===== config.mk =====
export PLATFORM = sky130hd
export DESIGN_NAME = fir_seq_feeder
export DESIGN_NICKNAME = d
export VERILOG_FILES = /design/src/rtl/fir_seq_feeder.sv
export SDC_FILE = /design/constraint.sdc
export NUM_CORES = 1
export LEC_CHECK = 0
export BUFFER_PORTS_ARGS = -buffer_cell sky130_fd_sc_hd__buf_2
export CAP_MARGIN = 20
export CORE_MARGIN = 10
export CORE_UTILIZATION = 39
export DETAILED_ROUTE_END_ITERATION = 6
export PLACE_DENSITY = 0.7
export SYNTH_ARGS = -nofsm -noshare
export SYNTH_HDL_FRONTEND = slang
export SYNTH_SLANG_ARGS = --single-unit

===== constraint.sdc =====
create_clock -name clk_i -period 6.92 [get_ports clk_i]
set_clock_uncertainty 0.05 [all_clocks]
set_input_delay 0.346 -clock clk_i [delete_from_list [all_inputs] [get_ports clk_i]]
set_output_delay 0.346 -clock clk_i [all_outputs]
set_load 0.02 [all_outputs]

===== src/rtl/fir_seq_feeder.sv =====
// fir_seq_feeder: serial coefficient loader and one-at-a-time sample issuer for a sequential FIR.
// Optional zero-sample flush is built only when FIR_FEED_FLUSH_EN is defined.
module fir_seq_feeder #(
  parameter int DATA_IN_WIDTH = 8,
  parameter int COEF_WIDTH    = 8,
  parameter int ORDER         = 6,
  parameter int FIFO_DEPTH    = 4
) (
  input  logic                        clk_i,
  input  logic                        rst_i,
  input  logic                        load_req_i,
  input  logic                        coef_valid_i,
  output logic                        coef_ready_o,
  input  logic [COEF_WIDTH-1:0]       coef_data_i,
  input  logic                        s_valid_i,
  output logic                        s_ready_o,
  input  logic [DATA_IN_WIDTH-1:0]    s_data_i,
  input  logic                        flush_req_i,
  output logic                        fir_coef_shift_en_o,
  output logic [COEF_WIDTH-1:0]       fir_coef_in_o,
  output logic                        fir_run_o,
  output logic [DATA_IN_WIDTH-1:0]    fir_data_in_o,
  input  logic                        fir_done_i,
  output logic                        coef_loaded_o,
  output logic                        flushing_o,
  output logic [$clog2(FIFO_DEPTH):0] fifo_count_o
);
  localparam int PTR_W = $clog2(FIFO_DEPTH);
  localparam int CNT_W = PTR_W + 1;
  localparam int TAP_W = $clog2(ORDER);
  localparam logic [TAP_W-1:0] TAP_LAST = TAP_W'(ORDER - 1);
  localparam logic [CNT_W-1:0] CNT_FULL = CNT_W'(FIFO_DEPTH);

  typedef enum logic [1:0] {ST_IDLE = 2'd0, ST_LOAD = 2'd1, ST_RUN = 2'd2, ST_WAIT = 2'd3} state_t;

  state_t                     state_q, state_d;
  logic [TAP_W-1:0]           tap_q, tap_d;
  logic                       coef_loaded_q, coef_loaded_d;
  logic                       load_pend_q, load_pend_d;
  logic                       shift_en_q, shift_en_d;
  logic [COEF_WIDTH-1:0]      coef_in_q, coef_in_d;
  logic                       run_q, run_d;
  logic [DATA_IN_WIDTH-1:0]   data_q, data_d;
  logic [DATA_IN_WIDTH-1:0]   mem_q [FIFO_DEPTH];
  logic [PTR_W-1:0]           wr_ptr_q, wr_ptr_d, rd_ptr_q, rd_ptr_d;
  logic [CNT_W-1:0]           count_q, count_d;
  logic                       s_ready_q, s_ready_d;

  logic in_run_s, load_evt_s, go_load_s, enter_load_s, coef_acc_s, last_coef_s;
  logic flush_cont_s, flush_new_s, flush_sel_s, issue_zero_s, issue_sample_s, push_s, pop_s;

  // A pending load outranks any flush, and a flush outranks queued samples.
  assign in_run_s       = (state_q == ST_RUN);
  assign load_evt_s     = load_req_i | load_pend_q;
  assign go_load_s      = in_run_s & load_evt_s;
  assign enter_load_s   = go_load_s | ((state_q == ST_IDLE) & load_req_i);
  assign coef_acc_s     = coef_valid_i & (state_q == ST_LOAD);
  assign last_coef_s    = coef_acc_s & (tap_q == TAP_LAST);
  assign flush_sel_s    = flush_cont_s | flush_new_s;
  assign issue_zero_s   = in_run_s & ~load_evt_s & flush_sel_s;
  assign issue_sample_s = in_run_s & ~load_evt_s & ~flush_sel_s & (count_q != CNT_W'(0));
  assign push_s         = s_valid_i & s_ready_q;
  assign pop_s          = issue_sample_s;

  always_ff @(posedge clk_i) begin
    if (rst_i) begin
      state_q <= ST_IDLE;
    end else begin
      state_q <= state_d;
    end
  end

  always_comb begin
    state_d = state_q;
    case (state_q)
      ST_IDLE: state_d = load_req_i ? ST_LOAD : ST_IDLE;
      ST_LOAD: state_d = last_coef_s ? ST_RUN : ST_LOAD;
      ST_RUN: begin
        if (load_evt_s) begin
          state_d = ST_LOAD;
        end else if (issue_zero_s | issue_sample_s) begin
          state_d = ST_WAIT;
        end else begin
          state_d = ST_RUN;
        end
      end
      ST_WAIT: state_d = fir_done_i ? ST_RUN : ST_WAIT;
      default: state_d = ST_IDLE;
    endcase
  end

  always_comb begin
    tap_d         = tap_q;
    coef_loaded_d = coef_loaded_q;
    load_pend_d   = load_pend_q;
    coef_in_d     = coef_in_q;
    data_d        = data_q;
    count_d       = count_q;
    shift_en_d    = coef_acc_s;
    run_d         = issue_zero_s | issue_sample_s;
    wr_ptr_d      = push_s ? wr_ptr_q + PTR_W'(1) : wr_ptr_q;
    rd_ptr_d      = pop_s ? rd_ptr_q + PTR_W'(1) : rd_ptr_q;
    if (enter_load_s) begin
      tap_d         = TAP_W'(0);
      coef_loaded_d = 1'b0;
      load_pend_d   = 1'b0;
    end else if (coef_acc_s) begin
      tap_d         = last_coef_s ? TAP_W'(0) : tap_q + TAP_W'(1);
      coef_loaded_d = last_coef_s ? 1'b1 : coef_loaded_q;
    end else if ((state_q == ST_WAIT) && load_req_i) begin
      load_pend_d = 1'b1;
    end else begin
      tap_d = tap_q;
    end
    if (coef_acc_s) begin
      coef_in_d = coef_data_i;
    end else begin
      coef_in_d = coef_in_q;
    end
    if (issue_sample_s) begin
      data_d = mem_q[rd_ptr_q];
    end else if (issue_zero_s) begin
      data_d = DATA_IN_WIDTH'(0);
    end else begin
      data_d = data_q;
    end
    case ({push_s, pop_s})
      2'b10:   count_d = count_q + CNT_W'(1);
      2'b01:   count_d = count_q - CNT_W'(1);
      default: count_d = count_q;
    endcase
    // Full flag is registered, so a same-cycle pop never reopens s_ready early.
    s_ready_d = (count_d != CNT_FULL);
  end

  always_ff @(posedge clk_i) begin
    if (rst_i) begin
      tap_q         <= TAP_W'(0);
      coef_loaded_q <= 1'b0;
      load_pend_q   <= 1'b0;
      shift_en_q    <= 1'b0;
      coef_in_q     <= COEF_WIDTH'(0);
      run_q         <= 1'b0;
      data_q        <= DATA_IN_WIDTH'(0);
      wr_ptr_q      <= PTR_W'(0);
      rd_ptr_q      <= PTR_W'(0);
      count_q       <= CNT_W'(0);
      s_ready_q     <= 1'b0;
    end else begin
      tap_q         <= tap_d;
      coef_loaded_q <= coef_loaded_d;
      load_pend_q   <= load_pend_d;
      shift_en_q    <= shift_en_d;
      coef_in_q     <= coef_in_d;
      run_q         <= run_d;
      data_q        <= data_d;
      wr_ptr_q      <= wr_ptr_d;
      rd_ptr_q      <= rd_ptr_d;
      count_q       <= count_d;
      s_ready_q     <= s_ready_d;
    end
  end

  always_ff @(posedge clk_i) begin
    if (push_s) begin
      mem_q[wr_ptr_q] <= s_data_i;
    end
  end

`ifdef FIR_FEED_FLUSH_EN
  localparam int FCNT_W = $clog2(ORDER + 1);
  logic [FCNT_W-1:0] flush_cnt_q, flush_cnt_d;
  logic              flush_pend_q, flush_pend_d, flushing_q, flushing_d;

  assign flush_cont_s = (flush_cnt_q != FCNT_W'(0));
  assign flush_new_s  = flush_req_i | flush_pend_q;

  // flush_cnt holds the zeros still to issue after the one in flight.
  always_comb begin
    flush_cnt_d  = flush_cnt_q;
    flush_pend_d = flush_pend_q;
    flushing_d   = flushing_q;
    if (go_load_s) begin
      flush_cnt_d  = FCNT_W'(0);
      flush_pend_d = 1'b0;
    end else if (issue_zero_s) begin
      flush_cnt_d  = flush_cont_s ? flush_cnt_q - FCNT_W'(1) : FCNT_W'(ORDER - 1);
      flush_pend_d = 1'b0;
    end else if ((state_q == ST_WAIT) && flush_req_i && !flushing_q && !flush_cont_s) begin
      flush_pend_d = 1'b1;
    end else begin
      flush_cnt_d = flush_cnt_q;
    end
    if (issue_zero_s) begin
      flushing_d = 1'b1;
    end else if ((state_q == ST_WAIT) && fir_done_i) begin
      flushing_d = 1'b0;
    end else begin
      flushing_d = flushing_q;
    end
  end

  always_ff @(posedge clk_i) begin
    if (rst_i) begin
      flush_cnt_q  <= FCNT_W'(0);
      flush_pend_q <= 1'b0;
      flushing_q   <= 1'b0;
    end else begin
      flush_cnt_q  <= flush_cnt_d;
      flush_pend_q <= flush_pend_d;
      flushing_q   <= flushing_d;
    end
  end

  assign flushing_o = flushing_q;
`else
  logic flush_unused_s;
  assign flush_unused_s = flush_req_i;
  assign flush_cont_s   = 1'b0;
  assign flush_new_s    = 1'b0;
  assign flushing_o     = 1'b0;
`endif

  assign coef_ready_o        = (state_q == ST_LOAD);
  assign s_ready_o           = s_ready_q;
  assign fir_coef_shift_en_o = shift_en_q;
  assign fir_coef_in_o       = coef_in_q;
  assign fir_run_o           = run_q;
  assign fir_data_in_o       = data_q;
  assign coef_loaded_o       = coef_loaded_q;
  assign fifo_count_o        = count_q;
endmodule


* Word level (Yosys, flattened, before mapping)
Memories as Yosys holds them, arrays and structs flattened. A register that Yosys moved wholly into a read port is not among the register bits.
Index checks and enable logic that the tools add are counted.
** Cells by class
- $add $sub $neg :: 5
- Equality and inequality tests :: 7
- Mux-type cells :: 10
- Bitwise gates (word level) :: 11
- Reductions and logical operators :: 6
** Operator list (count)
- $pmux 2 s4 :: 1
- $and 1x1->1 :: 7
- $add 3x1->3 const B :: 2
- $eq 2x2->1 const B :: 3
- $pmux 3 s2 :: 1
- $mux 1 :: 5
- $add 2x1->2 const B :: 2
- $eq 2x1->1 const B :: 2
- $mux 2 :: 2
- $reduce_and 2->1 :: 2
- $eq 3x3->1 const B :: 1
- $mux 3 :: 1
- $ne 3x3->1 const B :: 1
- $reduce_bool 3->1 :: 1
- $sub 3x1->3 const B :: 1
- $logic_not 2->1 :: 1
- $not 1->1 :: 2
- $or 1x1->1 :: 2
- $reduce_or 2->1 :: 1
- $logic_and 1x1->1 :: 1
** Storage, ports and cells
- Bits in registers :: 25
- RAM bits :: 32
- Input bits :: 23
- Output and inout port bits :: 25
- Memories kept :: 1
** Memories
- mem_q :: depth 4, bits a word 8, read ports 1, clocked after memory_dff 1, write ports 1, line 44 : logic [DATA_IN_WIDTH-1:0] mem_q [FIFO_DEPTH];

* Logic depth before layout (Yosys ltp)
Gate-level depths: netlist of run 1.
- Word-level depth :: 7
- Mapped depth :: 8
- Mapped depth without buffers :: 8

* Worst setup path after synthesis of run 1
Ideal clock, no wire load.
- Path kind :: register -> register
- From :: reg load_pend_q
- To :: reg s_ready_q, in the netlist s_ready_o
- Arrival :: 2.406 ns
- Data required time :: 6.748 ns
- Setup slack :: 4.342 ns
- Cell stages (with the launch flop) :: 9
- Path buffers :: 0
- Cell sequence :: dfxtp_1 or4b_4 nor2_1 ha_1 inv_1 fa_1 xor2_1 or3_1 a311o_1
** Between the ends
- Word-level cells in the longest chain between the ends :: 7
- Elaborated cells on any way between the ends :: 8
- Classes of those cells :: eq/ne (3); mux (1); bitwise (4)
** Ends and longest elaborated chain
- from (decl) :: line 39 : logic load_pend_q, load_pend_d;
- from (signal assigned) :: line 152 : load_pend_q <= load_pend_d;
- $or 1x1->1 * :: line 54 : assign load_evt_s = load_req_i | load_pend_q;
- $not 1->1 * :: line 61 : assign issue_sample_s = in_run_s & ~load_evt_s & ~flush_sel_s & (count_q != CNT_W'(0));
- $and 1x1->1 * (2 in a row) :: line 61
- named net issue_sample_s :: line 50 : logic flush_cont_s, flush_new_s, flush_sel_s, issue_zero_s, issue_sample_s, push_s, pop_s;
- $eq 2x1->1 or $eq 2x2->1 (tied branches) :: line 127 : case ({push_s, pop_s})
- $pmux 3 s2 * :: line 127
- $ne 3x3->1 * :: line 133 : s_ready_d = (count_d != CNT_FULL);
- to (signal assigned) :: line 160 : s_ready_q <= s_ready_d;
- to (decl) :: line 47 : logic s_ready_q, s_ready_d;
Mark *: on every way through the listed nets, which the timed path passes. The rest lies on a longest branch.
A chain may end at the register's enable or synchronous reset.

* Worst setup path after layout of run 1
- From :: reg state_q[1]
- To :: reg s_ready_q, in the netlist s_ready_o
** Between the ends
- Word-level cells in the longest chain between the ends :: 6
- Elaborated cells on any way between the ends :: 7
- Classes of those cells :: eq/ne (4); mux (1); bitwise (2)
** Ends and longest elaborated chain
- from (decl) :: line 36 : state_t state_q, state_d;
- from (signal assigned) :: line 69 : state_q <= state_d;
- $eq 2x2->1 * :: line 53 : assign in_run_s = (state_q == ST_RUN);
- $and 1x1->1 * (2 in a row) :: line 61
- named net issue_sample_s :: line 50
- $eq 2x1->1 or $eq 2x2->1 (tied branches) :: line 127
- $pmux 3 s2 * :: line 127
- $ne 3x3->1 * :: line 133
Marks and branches as above.

==> results of run 1 <==
-- cell families (layout without fill, tap and decap cells) --
family,count (synthesis),after routing,synth area share [%]
flip-flops,65,65,61.9
AND/OR/NAND/NOR,63,63,12.4
AO/OA/AOI/OAI,46,46,9.59
buffers and inverters,21,70,4.06
adder cells (fa/ha/maj),8,8,4.10
multiplexers,8,8,6.87
XOR/XNOR,3,3,1.00
other,1,1,0.143
-- sequential cells by signal (all words and copies together) (netlist names) --
| register | cells |
|---|---|
| load_pend_q | 1 |
| tap_q | 3 |
| mem_q | 32 |
| fir_run_o | 1 |
| state_q | 2 |
| rd_ptr_q | 2 |
| wr_ptr_q | 2 |
| fir_coef_shift_en_o | 1 |
| coef_loaded_o | 1 |
| fir_data_in_o | 8 |
| fifo_count_o | 3 |
| fir_coef_in_o | 8 |
| s_ready_o | 1 |
-- where the power goes --
group          internal, mW  total, mW  switching (mW)
clock                 0.130      0.277           0.147
sequential            0.421      0.430         0.00914
combinational        0.0257     0.0724          0.0467
-- cell usage in the layout, fill, tap and decap left out, drive strengths merged, types with 2 or more instances in the layout --
master    netlist  layout
buf             8      45
a21oi          25      25
clkinv          0       3
clkbuf          5      11
dfxtp          33      33
mux4            8       8
or3             3       3
nor2            9       9
nand3b          5       5
and3            5       5
nor3            3       3
nor2b           2       2
edfxtp         32      32
o21ai          14      14
nand3          11      11
clkinvlp        0       3
ha              7       7
nand2          22      22
inv             8       8
a211oi          2       2
xor2            2       2
-- layer usage --
metal / wire, µm / vias to the layer above / share of wire (%)
met5: 0 / - / 0
met4: 89 / 0 / 1.7
met3: 359 / 8 / 6.7
met2: 2640 / 37 / 49
met1: 2260 / 830 / 42
li1: - / 862 / -
-- final cells by class --
cell class                 instances  area [µm²]
fill                             584        3380
sequential                        65        1620
multi-input combinational        129         893
timing repair buffer              46         233
clock buffer                      10         128
tap                               77        96.3
clock inverter                     6        45.0
inverter                           8        30.0
-- worst paths after layout --
| path | end | slack, ns | depth (start not counted) |
|---|---|---|---|
| setup / recovery | s_ready_o$_SDFF_PP0_ | 3.93 | 8 |
| hold / removal | mem_q[3][2]$_DFFE_PP_ | 0.17 | 1 |
| setup reg to reg | s_ready_o$_SDFF_PP0_ | 3.93 | 8 |
| hold reg to reg | fir_coef_in_o[3]$_SDFFE_PP0P_ | 0.40 | 2 |
-- worst register-to-register path: stages, from the launching register on --
cell and delay (ns):
dfxtp_1 0.53, or4b_4 0.60, nor2_1 0.18, ha_1 0.21
inv_1 0.07, fa_1 0.38, xor2_1 0.16, or3_1 0.32
a311o_1 0.36
==> impl_results.md, run 1 <==
- Status: finished, final reports clean
- Critical-path cell list: or4b_4, nor2_1, ha_1, inv_1, fa_1, xor2_1, or3_1, a311o_1
- Core Area: 6420 µm²
- PnR worst setup slack: 3.93 ns
- Fmax: 335 MHz
- Hpwl dp: 3.72 mm
- Slew Viols, Final: 0
- First drt pass iteration count: 4
- Post-synth top flop: dfxtp_1
- #FFs+latches synth: 65
- Most frequent cell after synthesis: dfxtp_1
- Period minus WS final: 2.99 ns
- Vias in the first global route: 1779
- Syn-to-layout area delta: 16.2%
- Unrepaired setup endpoints after global routing: false
- Post-route setup TNS: 0 ns
- Initial cell density of the core: 40.8%
- Cells after Synth: 215
- TritonCTS Sinks: 65
- Req. time, crit path: 7.08 ns
- Die Wd: 102 µm
- Power Density: 256 nW/µm²
- Die area: 10400 µm²
- Clock-pin slew on the worst setup and hold paths: 0.08 ns
- Global route hottest layer: met2
- RD Place Congestion: 0.766
- Slew at the pin with the worst max-slew slack: 0.878 ns
- Hold Vio Cnt, Final: 0
- Leakage: 1.13 nW
- Overall power: 779 µW
- M3 GR Usage: 3.98%
- Buf+Inv Stages, Crit Path: 1
- Avg Vias per Cell: 5.09
- Maximum vdd drop: 145 µV
- CTS tree: built
- Placed cells: 324
- EDFF count, synth: 32
- Synthesized area per cell: 12.2 µm²
- Worst min path class: in2reg
- M2 GR Usage: 17.2%
- CTS Hold Buffers Added: 0
- Ant. Diodes: 0
- Setup WS pre-CTS: 3.96 ns
- GRT overflow: 0
- Share of the synthesized area in the top cell type: 36.7%
- Largest net degree at the start of global routing: 31
- Die Ht: 102 µm
- H-Tree Depth: 3
- Slowest stage cell, crit path: or4b_4
- Share of layout cells above drive strength 1: 26.9%
- Final core utilization: 47.4%
- Async SR Flop Fraction: 0%
- Cell Count, Final, Fillers Out: 341
- Initial antenna violation count: 0
- Via Count: 1737
- Synth cell types: 35
- First-pass GRT wire length: 8.61 mm
- FF-to-FF Start: state_q[1]$_SDFF_PP0_
- Port buffer count: 45
- I/O pin total: 48
- Final setup fails: 0
- Worst setup path start: state_q[1]$_SDFF_PP0_
- Setup Fix Bufs, Post-CTS: 0
- Post-synth top area cell: edfxtp_1
- Synthesized cell area: 2620 µm²
- GRT Util Overall: 10.7%
- Worst Path Max Fanout: 13
- Hold Startpoint: s_data_i[2]
- Critical Path AT: 3.15 ns
- Placed cell area: 2870 µm²
- Register area share after synthesis: 61.9%
- NumNets Final: 290
- Final Cell Area: 3050 µm²
- YS warnings: 0
- Slowest stage delay, CP: 0.60 ns
- Row count: 29
- Synth area leaders: edfxtp_1 37%, dfxtp_1 25%, mux4_2 6.9%, a21oi_1 4.8%, ha_1 3.3%
- Hold_ws: 0.173 ns
- Rel. slew slack: 41.3%
- Critical path's top delay family: simple AND/OR/NAND/NOR gates
- Num CTS Buffers: 9
- Antenna viol nets, final: 0
- Max_cap viols: 0
- CTS Buffer Depth: 2
- 1st-iter DRT viols: 64
- Global Route met1 Usage: 12.2%
- Post-synth top cells: 33 x dfxtp_1, 32 x edfxtp_1, 25 x a21oi_1
- DRC viols: 0
- PostCTS Resize Cnt: 0
- Worst Setup End Kind: register
- Worst skew pair latency: 0.34 ns
- Average wire per standard cell: 15.7 µm
- Final wirelength: 5.35 mm
- Root Driver: clkbuf_8
- Crit Path Class: reg2reg
- Synth Net Count: 246
- Tcrit/Tclk final: 43.2%
- Startpoint Class: register
No activity file was read; power rests on OpenSTA's default activity.
==> inputs of run 2 (changes only) <==
PLACE_DENSITY = 0.73   (was 0.7)
clock period = 2.69 ns   (was 6.92 ns; I/O delays follow)
==> run 2 against run 1 <==
- clock-buffer cell count rose by 1
- sequential power rose to 2.6 times the previous value
- flip-flop and latch count did not move
- die area did not move
- global-route usage rose by 0.46 points
- critical endpoint unchanged
- utilization rose by 4.5 points
- via count rose by 4.0%
- power rose to 3.0 times the previous value
- largest cell class unchanged
- setup slack got worse by 3.8 ns
- critical path depth did not move
==> impl_results.md, run 2 (synthesis gave the netlist of run 1 again) <==
- Status: finished, final reports clean
- H-Tree Depth: 3
- 1st-iter DRT viols: 83
- GRT Util Overall: 11.2%
- Die Ht: 102 µm
- Tcrit/Tclk final: 95.2%
- Hold Vio Cnt, Final: 0
- Core Area: 6420 µm²
- NumNets Final: 312
- Worst min path class: in2reg
- Worst skew pair latency: 0.34 ns
- Row count: 29
- Max_cap viols: 0
- Initial cell density of the core: 40.8%
- Final wirelength: 5.63 mm
- Startpoint Class: register
- Post-route setup TNS: 0 ns
- Final setup fails: 0
- CTS Buffer Depth: 2
- First-pass GRT wire length: 8.97 mm
- Setup WS pre-CTS: 0.0526 ns
- Fill cells: 542
- Rel. slew slack: 56.3%
- Share of layout cells above drive strength 1: 27.3%
- Fmax: 391 MHz
- Largest register FFs: 32
- Die Wd: 102 µm
- Hpwl dp: 3.78 mm
- Slew at the pin with the worst max-slew slack: 0.655 ns
- Hold_ws: 0.0630 ns
- TritonCTS Sinks: 65
- Vias in the first global route: 1781
- Root Driver: clkbuf_8
- I/O pin total: 48
- Slowest stage delay, CP: 0.56 ns
- Critical path's top delay family: simple AND/OR/NAND/NOR gates
- CTS tree: built
- Most frequent cells in the layout: 45 x buf_2, 33 x dfxtp_1, 32 x edfxtp_1, 25 x a21oi_1, 22 x nand2_1
- Avg Vias per Cell: 4.98
- Period minus WS final: 2.56 ns
- Clock-pin slew on the worst setup and hold paths: 0.07 ns
- Crit Path Class: reg2reg
- Req. time, crit path: 2.87 ns
- Num CTS Buffers: 9
- Largest net degree at the start of global routing: 31
- PnR worst setup slack: 0.129 ns
- DRC viols: 0
- First drt pass iteration count: 4
- Antenna viol nets, final: 0
- Syn-to-layout area delta: 27.2%
- Critical-path cell list: or4b_4, nor2_4, ha_4, inv_1, fa_1, xor2_1, or3_1, a311o_1
- Final core utilization: 51.9%
- Port buffer count: 45
- GRT overflow: 0
- Commonest non-fill, non-tap cell in the layout: buf_2
- Power Density: 691 nW/µm²
- Worst Path Max Fanout: 2
- Critical Path AT: 2.74 ns
- Unrepaired setup endpoints after global routing: false
- Largest register by flop count: mem_q
- Buf+Inv Stages, Crit Path: 1
- Via Count: 1807
- Worst Setup End Kind: register
- Leakage: 1.26 nW
- Die area: 10400 µm²
- RD Place Congestion: 0.705
- Slew Viols, Final: 0
- Ant. Diodes: 0
- Slowest stage cell, crit path: or4b_4
- Maximum vdd drop: 261 µV
- Average wire per standard cell: 15.5 µm
- Initial antenna violation count: 0
[run 2: cell types whose count changed in the layout (fill, tap and decap cells not counted), sizes merged]
cell	change
dlygate4sd3	+16
buf	+7
bufinv	+3
clkinvlp	-3
clkinv	-1
[run 2: area by class of cell]
class / count / area [µm²] / share of cell area (%)
clock buffers: 11 / 131 / 3.94
clock inverters: 5 / 104 / 3.11
inverters: 8 / 30.0 / 0.901
multi-input cells: 129 / 913 / 27.4
flip-flops and latches: 65 / 1620 / 48.6
well taps: 77 / 96.3 / 2.89
repair buffers: 68 / 438 / 13.1
[run 2: metrics by stage]
step	area, µm²	total power, mW	cells
floorplan	2620	1.24	215
finish	3330	2.30	363
CTS	3310	2.32	362
detailed placement	2910	1.31	330
global route	3330	2.39	363
global placement	2910	1.30	330
[run 2: power by group]
part	total (mW)	switching, mW	internal (mW)
combinational	0.212	0.127	0.0848
sequential	1.10	0.0211	1.08
clock	0.988	0.371	0.616
[run 2: worst min-delay path, stage by stage]
cell and delay, ns:
buf_2 0.13, nand3_1 0.08, a21oi_1 0.05
[run 2: layer usage]
layer / vias to the layer above / global-route usage (%) / wire, µm
met4: 0 / 6.51 / 124
met3: 10 / 3.04 / 241
met5: - / 0 / 0
met2: 38 / 17.9 / 2830
met1: 848 / 13.3 / 2430
li1: 911 / - / -
[run 2: path summary, 6_finish.rpt]
path	from	endpoint	slack, ns	depth (start not counted)
min reg2reg	fir_coef_in_o[3]$_SDFFE_PP0P_	fir_coef_in_o[3]$_SDFFE_PP0P_	0.40	2
min	s_valid_i	wr_ptr_q[1]$_SDFFE_PP0P_	0.06	3
max reg2reg	state_q[0]$_SDFF_PP0_	s_ready_o$_SDFF_PP0_	0.13	8
max	state_q[0]$_SDFF_PP0_	s_ready_o$_SDFF_PP0_	0.13	8
[run 2: timing repair]
action / 4_1_cts / 5_1_grt
hold buffers: 16 / 0
gates resized for setup: 0 / 4
endpoints found under the setup margin: 0 / 1
hold endpoints to repair: 40 / 0
setup buffers: 0 / 1
==> inputs of run 3 (changes only) <==
CORE_ASPECT_RATIO = 1.25   (was unset)
CORE_UTILIZATION = 49   (was 39)
HOLD_SLACK_MARGIN = 0.08   (was unset)
PLACE_DENSITY = 0.85   (was 0.73)
==> run 3 against run 2 <==
- sequential power about the same
- final cell count down 3.9%
- highest routed layer unchanged
- largest power group unchanged
- setup slack worse by 0.037 ns
- flip-flop and latch count did not move
- non-clock buffer count up 1
- utilization up 12 points
- critical path type unchanged
==> impl_results.md, run 3 (synthesis gave the netlist of run 1 again) <==
- Crit path capture: s_ready_o$_SDFF_PP0_
- Port buffer count: 45
- Worst Path Max Fanout: 2
- Largest register by flop count: mem_q
- Tcrit/Tclk final: 96.6%
- Fill cells: 404
- DRC viols: 0
- Core Area: 5120 µm²
- Post-route setup TNS: 0 ns
- Flop2flop setup slack: 0.09 ns
- Ant. Diodes: 0
- Worst Setup End Kind: register
- CTS Buffer Depth: 2
- Setup WS pre-CTS: 0.0577 ns
- Critical Path AT: 2.78 ns
- R2R cell count: 8
- Worst setup path start: load_pend_q$_SDFFE_PP0P_
- Startpoint Class: register
- Root Driver: clkbuf_8
- Crit Path Class: reg2reg
- Area taken by multi-input logic gates: 896 µm²
- Num CTS Buffers: 9
- Die area: 8690 µm²
- FF/Latch Area: 1620 µm²
- Avg Vias per Cell: 5.28
- Row count: 29
- 1st-iter DRT viols: 101
- PnR worst setup slack: 0.0927 ns
- Setup Fix Bufs, Post-CTS: 0
- Rel. slew slack: 58.2%
- Initial cell density of the core: 51.2%
- TritonCTS Sinks: 65
- I/O pin total: 48
- GRT overflow: 0
- Syn-to-layout area delta: 25.0%
- Clock-pin slew on the worst setup and hold paths: 0.08 ns
- NumNets Final: 313
- Worst min path class: in2reg
- CTS tree: built
- Period minus WS final: 2.60 ns
- Initial antenna violation count: 0
- Final setup fails: 0
- First drt pass iteration count: 4
- Hold Vio Cnt, Final: 0
- Via Count: 1843
- H-Tree Depth: 3
- Largest register FFs: 32
- Slew at the pin with the worst max-slew slack: 0.627 ns
- First-pass GRT wire length: 8.80 mm
- FF-to-FF End: s_ready_o$_SDFF_PP0_
- Unrepaired setup endpoints after global routing: false
- Leakage: 1.25 nW
- Die Ht: 102 µm
- Hold_ws: 0.120 ns
- Antenna viol nets, final: 0
- Vias in the first global route: 1860
- RD Place Congestion: 0.699
- Largest net degree at the start of global routing: 31
- Status: finished, final reports clean
- FF-to-FF Start: load_pend_q$_SDFFE_PP0P_
- Fmax: 385 MHz
- Share of layout cells above drive strength 1: 27.2%
- Average wire per standard cell: 15.6 µm
- Hpwl dp: 3.65 mm
- Worst skew pair latency: 0.34 ns
- Die Wd: 85.4 µm
- Slew Viols, Final: 0
- Max_cap viols: 0
- Final wirelength: 5.43 mm
- Most frequent cells in the layout: 45 x buf_2, 33 x dfxtp_1, 32 x edfxtp_1, 25 x a21oi_1, 22 x nand2_1
- GRT Util Overall: 12.9%
- Commonest non-fill, non-tap cell in the layout: buf_2
- Maximum vdd drop: 504 µV
- Req. time, crit path: 2.88 ns
- Power Density: 654 nW/µm²
run 3: worst min path at each step:
stage | slack [ns] | depth (start not counted) | start | endpoint
after floorplan | 0.17 | 1 | rst_i | fifo_count_o[0]$_SDFF_PP0_
after global placement | 0.29 | 1 | s_data_i[2] | mem_q[2][2]$_DFFE_PP_
after detailed placement | 0.30 | 1 | s_data_i[3] | mem_q[0][3]$_DFFE_PP_
after CTS | 0.10 | 4 | fir_done_i | state_q[0]$_SDFF_PP0_
after global routing | 0.13 | 4 | fir_done_i | state_q[0]$_SDFF_PP0_
final | 0.12 | 4 | fir_done_i | state_q[0]$_SDFF_PP0_
run 3: critical path, cell delays in order (launching register included):
cell     delay (ns)
dfxtp_1        0.32
or4b_4         0.54
nor2_2         0.13
ha_1           0.19
inv_1          0.06
fa_1           0.37
xor2_1         0.16
or3_1          0.33
a311o_1        0.35
run 3: stage by stage:
step | total power [mW] | utilization, % | instances | cell area (µm²)
floorplan | 1.24 | - | 215 | 2620
global placement | 1.31 | 56.5 | 315 | 2890
detailed placement | 1.31 | 56.5 | 315 | 2890
CTS | 2.16 | 64.0 | 349 | 3270
global route | 2.24 | 64.0 | 349 | 3280
finish | 2.14 | 64.0 | 349 | 3280
run 3: cell type report:
class	count	area share [%]
timing repair buffer	69	13.7
tap	62	2.37
sequential	65	49.5
clock buffer	9	3.78
clock inverter	7	2.37
inverter	8	0.916
multi-input combinational	129	27.3
run 3: power by group:
| group | leakage, nW | total (mW) | switching (mW) | internal, mW |
|---|---|---|---|---|
| Combinational | 0.590 | 0.208 | 0.124 | 0.0847 |
| Sequential | 0.560 | 1.10 | 0.0222 | 1.08 |
| Clock | 0.0968 | 0.830 | 0.394 | 0.436 |
| Total | 1.25 | 2.14 | 0.540 | 1.60 |
run 3: timing repair:
action                                  in CTS  in global routing
hold buffers                                18                  0
hold endpoints to repair                    42                  0
endpoints found under the setup margin       0                  1
gates resized for setup                      0                  1
run 3: per-layer routing:
metal  part of all wire (%)  global-route usage, %
met5                      0                      0
met4                    1.4                   6.09
met3                    5.3                   4.82
met2                     54                   22.6
met1                     39                   13.3
